### src/rtl/link_train.sv
// DisplayPort link-training sequencer: drives the PHY pattern select through
// clock recovery and channel equalisation while programming DPCD over AUX.
module link_train #(
  parameter int unsigned WAITCYC = 20000,
  parameter int unsigned MAXTRY  = 5
) (
  input  logic        dpclk,
  input  logic        reset,
  input  logic        start,
  input  logic        twolane,
  output logic [2:0]  phymode,
  output logic        auxreq,
  output logic        auxwr,
  output logic [19:0] auxaddr,
  output logic [7:0]  auxwdata,
  input  logic        auxack,
  input  logic [7:0]  auxrdata,
  input  logic        auxerr,
  output logic        busy,
  output logic        done,
  output logic        fail
);

  typedef enum logic [3:0] {
    IDLE, WRBW, WRLC, CRSET, CRWAIT, CRREAD,
    EQSET, EQWAIT, EQREAD, ALREAD, FINISH, FAIL
  } state_t;

  localparam logic [2:0]  PM_IDLE   = 3'd0;
  localparam logic [2:0]  PM_VIDEO  = 3'd1;
  localparam logic [2:0]  PM_TPS1   = 3'd2;
  localparam logic [2:0]  PM_TPS2   = 3'd3;
  localparam logic [15:0] WAIT_LAST = 16'(WAITCYC - 1);
  localparam logic [3:0]  TRY_LAST  = 4'(MAXTRY - 1);

  state_t      state;
  logic        lanes2;
  logic [3:0]  tries;
  logic [15:0] waitcnt;

  logic        ack;
  logic        launch;
  logic        req_wr;
  logic [19:0] req_addr;
  logic [7:0]  req_wdata;
  logic        cr_pass;
  logic        eq_pass;
  logic        rdata_unused;

  // An acknowledge only counts against a request that is actually open.
  assign ack     = auxreq && auxack;
  assign cr_pass = auxrdata[0] && (!lanes2 || auxrdata[4]);
  assign eq_pass = (auxrdata[2:0] == 3'b111) && (!lanes2 || (auxrdata[6:4] == 3'b111));
  assign rdata_unused = auxrdata[7] ^ auxrdata[3];

  // Transaction each state launches, and when it launches it.
  // NOTE: every output gets a default first so this decode never infers a latch.
  always_comb begin
    launch    = 1'b0;
    req_wr    = 1'b1;
    req_addr  = 20'h00102;
    req_wdata = 8'h00;
    case (state)
      IDLE:   begin launch = start;   req_addr = 20'h00100; req_wdata = 8'h06; end
      WRLC:   begin launch = !auxreq; req_addr = 20'h00101;
                    req_wdata = {1'b1, 5'b0, lanes2 ? 2'd2 : 2'd1}; end
      CRSET:  begin launch = !auxreq; req_wdata = 8'h21; end
      EQSET:  begin launch = !auxreq; req_wdata = 8'h22; end
      CRWAIT, EQWAIT:
              begin launch = (waitcnt == WAIT_LAST); req_wr = 1'b0; req_addr = 20'h00202; end
      ALREAD: begin launch = !auxreq; req_wr = 1'b0; req_addr = 20'h00204; end
      FINISH, FAIL:
              launch = !auxreq;
      default: launch = 1'b0;
    endcase
  end

  // NOTE: all state updates are non-blocking so every branch sees pre-edge values.
  always_ff @(posedge dpclk) begin
    if (reset) begin
      state    <= IDLE;
      phymode  <= PM_IDLE;
      auxreq   <= 1'b0;
      auxwr    <= 1'b0;
      auxaddr  <= '0;
      auxwdata <= '0;
      busy     <= 1'b0;
      done     <= 1'b0;
      fail     <= 1'b0;
      lanes2   <= 1'b0;
      tries    <= '0;
      waitcnt  <= '0;
    end else begin
      if (launch) begin
        auxreq   <= 1'b1;
        auxwr    <= req_wr;
        auxaddr  <= req_addr;
        auxwdata <= req_wdata;
      end else if (ack) begin
        auxreq   <= 1'b0;
      end

      case (state)
        IDLE: if (start) begin
          busy   <= 1'b1;
          done   <= 1'b0;
          fail   <= 1'b0;
          lanes2 <= twolane;
          tries  <= '0;
          state  <= WRBW;
        end
        WRBW: if (ack) state <= WRLC;
        WRLC: if (ack) state <= CRSET;
        CRSET: begin
          if (launch) phymode <= PM_TPS1;
          if (ack) begin waitcnt <= '0; state <= CRWAIT; end
        end
        CRWAIT: begin
          waitcnt <= waitcnt + 16'd1;
          if (launch) state <= CRREAD;
        end
        CRREAD: if (ack) begin
          if (cr_pass) begin
            tries <= '0;
            state <= EQSET;
          end else if (tries == TRY_LAST) begin
            phymode <= PM_IDLE;
            state   <= FAIL;
          end else begin
            tries   <= tries + 4'd1;
            waitcnt <= '0;
            state   <= CRWAIT;
          end
        end
        EQSET: begin
          if (launch) phymode <= PM_TPS2;
          if (ack) begin waitcnt <= '0; state <= EQWAIT; end
        end
        EQWAIT: begin
          waitcnt <= waitcnt + 16'd1;
          if (launch) state <= EQREAD;
        end
        EQREAD: if (ack) begin
          if (eq_pass) begin
            state <= ALREAD;
          end else if (tries == TRY_LAST) begin
            phymode <= PM_IDLE;
            state   <= FAIL;
          end else begin
            tries   <= tries + 4'd1;
            waitcnt <= '0;
            state   <= EQWAIT;
          end
        end
        ALREAD: if (ack) begin
          if (auxrdata[0]) begin
            state <= FINISH;
          end else begin
            phymode <= PM_IDLE;
            state   <= FAIL;
          end
        end
        FINISH: if (ack && !auxerr) begin
          phymode <= PM_VIDEO;
          done    <= 1'b1;
          busy    <= 1'b0;
          state   <= IDLE;
        end
        FAIL: if (ack) begin
          fail  <= 1'b1;
          busy  <= 1'b0;
          state <= IDLE;
        end
        default: state <= IDLE;
      endcase

      // The cleanup write is best effort; any other AUX error aborts training.
      if (ack && auxerr && (state != FAIL)) begin
        phymode <= PM_IDLE;
        state   <= FAIL;
      end
    end
  end

endmodule

### config.mk
export PLATFORM = sky130hd
export DESIGN_NAME = link_train
export DESIGN_NICKNAME = d
export VERILOG_FILES = /design/src/rtl/link_train.sv
export SDC_FILE = /design/constraint.sdc
export NUM_CORES = 1
export LEC_CHECK = 0
export BUFFER_PORTS_ARGS = -buffer_cell sky130_fd_sc_hd__buf_2
export CAP_MARGIN = 0
export CELL_PAD_IN_SITES_DETAIL_PLACEMENT = 1
export CELL_PAD_IN_SITES_GLOBAL_PLACEMENT = 2
export CORE_ASPECT_RATIO = 2
export CORE_MARGIN = 8
export CORE_UTILIZATION = 29
export DETAILED_ROUTE_END_ITERATION = 7
export PLACE_DENSITY = 0.75
export SETUP_SLACK_MARGIN = 0.1
export SLEW_MARGIN = 20
export SYNTH_ARGS = -nofsm -noshare
export SYNTH_HDL_FRONTEND = slang
export SYNTH_SLANG_ARGS = --single-unit
### constraint.sdc
create_clock -name dpclk -period 2.3 [get_ports dpclk]
set_clock_uncertainty 0.2 [all_clocks]
set_input_delay 0 -clock dpclk [delete_from_list [all_inputs] [get_ports dpclk]]
set_output_delay 0 -clock dpclk [all_outputs]
set_load 0.02 [all_outputs]
==> run_results.csv <==
group,metric,value,unit
timing,relSlewSlack,47.7,%
pwr,p_per_area,1020,mW/mm2
timing,period_minus_slack,2180,ps
critical_path,crit_family,"simple AND/OR/NAND/NOR gates",
clock_tree,clkLatencyLatePin,290,ps
die,dieArea,0.0124,mm2
final_layout,fin_nets,406,
logic_synthesis,yosys.area.top_type,"dfxtp_1",
global_routing,antenna_found_initial,0,
drt,dr.pass1.iters,4,
final_layout,diodes,0,
final_layout,area_delta_synth_final,27.2,%
critical_path,critical_path_buf_inv_count,0,
clock_tree,clk_pin_slew_worst_paths,70,ps
global_routing,track_usage,13.5,%
die,core_area,0.00883,mm2
clock_tree,cts_root_buf,"clkbuf_16",
global_routing,grt_first_pass_wirelength,13.4,mm
die,num_io_pins,50,
logic_synthesis,synth_cell_type_count,60,
timing,rsz0062_at_grt,"yes",
pwr,power,3360,uW
logic_synthesis,ys_warn_count,0,
drt,drt_iter0_markers,109,
logic_synthesis,ys_seq_elements,41,
die,dieWidth,82.7,um
clock_tree,clock_sinks,41,
critical_path,worst-setup-path-type,"flop to flop",
timing,maxSlewViolCount,0,
timing,fmax,0.458,GHz
die,rows,49,
timing,hold_viol,0,
placed_design,io_buffer_count,28,
clock_tree,cts_tree,"built",
run_status,outcome,"completed",
global_routing,grt_max_degree,23,
drt,wl_per_cell,16.6,um
pwr,peakVddDrop,0.000437,V
critical_path,crit_path_max_incr_delay,420,ps
clock_tree,h-tree-depth,2,
critical_path,cp-start-kind,"flop",
logic_synthesis,syn_inst,329,
critical_path,critPathMaxFanout,5,
clock_tree,numCtsBuffers,5,
critical_path,crit_arrival,2150,ps
logic_synthesis,avgSynthCellArea,7.85,um2
min_path,hold_class,"primary input to flop",
logic_synthesis,synth_top_area_share,31.8,%
timing,finalSetupViolCount,0,
critical_path,crit_slowest_cell,"or3_1",
global_routing,grt_overflow,0,
critical_path,critPathCaptureType,"flop",
logic_synthesis,synthArstFlopShare,0,%
logic_synthesis,synth_flop_cell,"dfxtp_1",
drt,drt_wl_total,8.14,mm
drt,detail-route-antenna-nets,0,
logic_synthesis,synth_edf_count,0,
drt,vias,2591,
final_layout,drive_gt1_share,27.2,%
placed_design,pre_cts_slack,14.1,ps
run,cap_violations,0,
timing,tightest_slew,785,ps
global_routing,first_global_vias,2677,
logic_synthesis,synth_seq_area_share,31.8,%
drt,vias_per_cell,5.28,
timing,postLayoutSetupSlackWorst,117,ps
logic_synthesis,ys_top_cells_by_area,"dfxtp_1 32%, buf_4 6.1%, a21oi_1 5.4%",
drt,drc,0,
critical_path,worst-endpoint-required,2270,ps
placed_design,hpwl,6.14,mm
clock_tree,clock_path_buffers,2,
die,start_util,29.3,%
placed_design,place.gp.congestion,0.914,
die,die_height,149,um
pwr,p_leak,0.00125,uW
logic_synthesis,mappedNetlistArea,0.00258,mm2
logic_synthesis,yosysMostFrequentCell,"dfxtp_1",
logic_synthesis,synth_common_cells,"41 x dfxtp_1, 29 x nand2_1, 29 x nor2_1, 28 x a21oi_1, 21 x buf_4",
timing,setup_tns,0,ps
timing,final.period_utilization,94.9,%
critical_path,crit_chain,"ha_4, nand4_1, nor4_4, a211oi_2, or3_1, nor3b_1",
worst reg2reg max path: stages, from the launching register on:
cell,delay [ps]
dfxtp_2,360
ha_4,140
nand4_1,220
nor4_4,400
a211oi_2,150
or3_1,420
nor3b_1,160
layout by cell type (no fill, tap or decap), types with 2 or more instances in the layout:
cell	count
clkbuf_16	5
and2_1	3
a31oi_1	7
o211ai_1	5
a21oi_1	28
nand3b_1	2
a311oi_1	11
nor3_1	10
inv_1	8
nand3_1	9
dfxtp_1	36
o32ai_2	2
nand2b_1	11
mux2i_1	3
buf_2	28
nor2b_1	4
nand2_1	28
or2_2	3
a211oi_1	5
nor3b_1	2
o22a_1	2
or3_1	5
buf_4	43
ha_1	2
a21o_1	3
o21ai_0	16
dlygate4sd3_1	4
o22ai_1	3
xnor2_1	2
nor2_1	29
nand4_1	4
a41oi_1	2
or4_1	6
dfxtp_2	4
conb_1	19
power by group:
part           internal [uW]  switching (uW)  leakage, uW
clock                    426             297    0.0000690
sequential               825             114     0.000336
combinational            731             970     0.000843
final timing paths:
check | startpoint | to | slack [ps] | depth (start not counted)
worst max-delay path | waitcnt[1] | auxaddr[9] | 120 | 6
worst min-delay path | auxrdata[0] | state[0] | 80 | 4
worst max register to register | waitcnt[1] | auxaddr[9] | 120 | 6
worst min register to register | auxaddr[1] | auxaddr[1] | 260 | 2
per-stage QoR:
step | utilization (%) | instance area (um2) | hold WS, ps | instances
after floorplan | - | 2650 | -52.8 | 347
after global placement | 33.6 | 2960 | 43.3 | 476
after detailed placement | 33.6 | 2960 | 101 | 476
after global routing | 37.2 | 3290 | 119 | 491
final | 37.2 | 3290 | 78.4 | 491
after CTS | 36.1 | 3190 | 95.5 | 487
sequential cells by signal (all words and copies together) (netlist names):
name,flops
fail,1
phymode,2
lanes2,1
done,1
busy,1
waitcnt,16
tries,4
auxaddr,4
auxwdata,5
auxreq,1
state,4
auxwr,1
area by class of cell:
cell class,count,area (um2)
Clock buffer,6,139
Clock inverter,1,7.51
Fill cell,1103,5540
Inverter,8,30.0
Multi-Input combinational cell,258,1650
Sequential cell,41,830
Tap cell,102,128
Timing Repair Buffer,75,503
what timing repair did:
item / CTS / global route
gates resized for setup: 10 / 14
setup buffers: 0 / 4
hold buffers: 4 / 0
setup endpoints to repair: 26 / 23
endpoints found under the hold margin: 14 / 0
pin swaps: 0 / 2
gates cloned: 0 / 0
cell families (layout without fill, tap and decap cells):
family | Yosys count | in the layout | synth area share, %
AOI/OAI and AO/OA | 99 | 99 | 26.2
xor gates and xnor gates | 2 | 2 | 0.678
adders and majority gates | 3 | 3 | 1.45
buffers and inverters | 48 | 90 | 10.8
DFF | 41 | 41 | 31.8
muxes | 3 | 3 | 1.16
other | 1 | 19 | 0.145
and+or+nand+nor | 132 | 132 | 27.8
layer usage:
layer	vias to the layer above	wire, um	track usage (%)	part of all wire (%)
li1	1290	-	-	-
met1	1251	3650	17.3	45
met2	41	4080	21.7	50
met3	9	275	1.99	3.4
met4	0	142	5.39	1.7
met5	-	0	0	0
No activity file was read; power rests on OpenSTA's default activity.
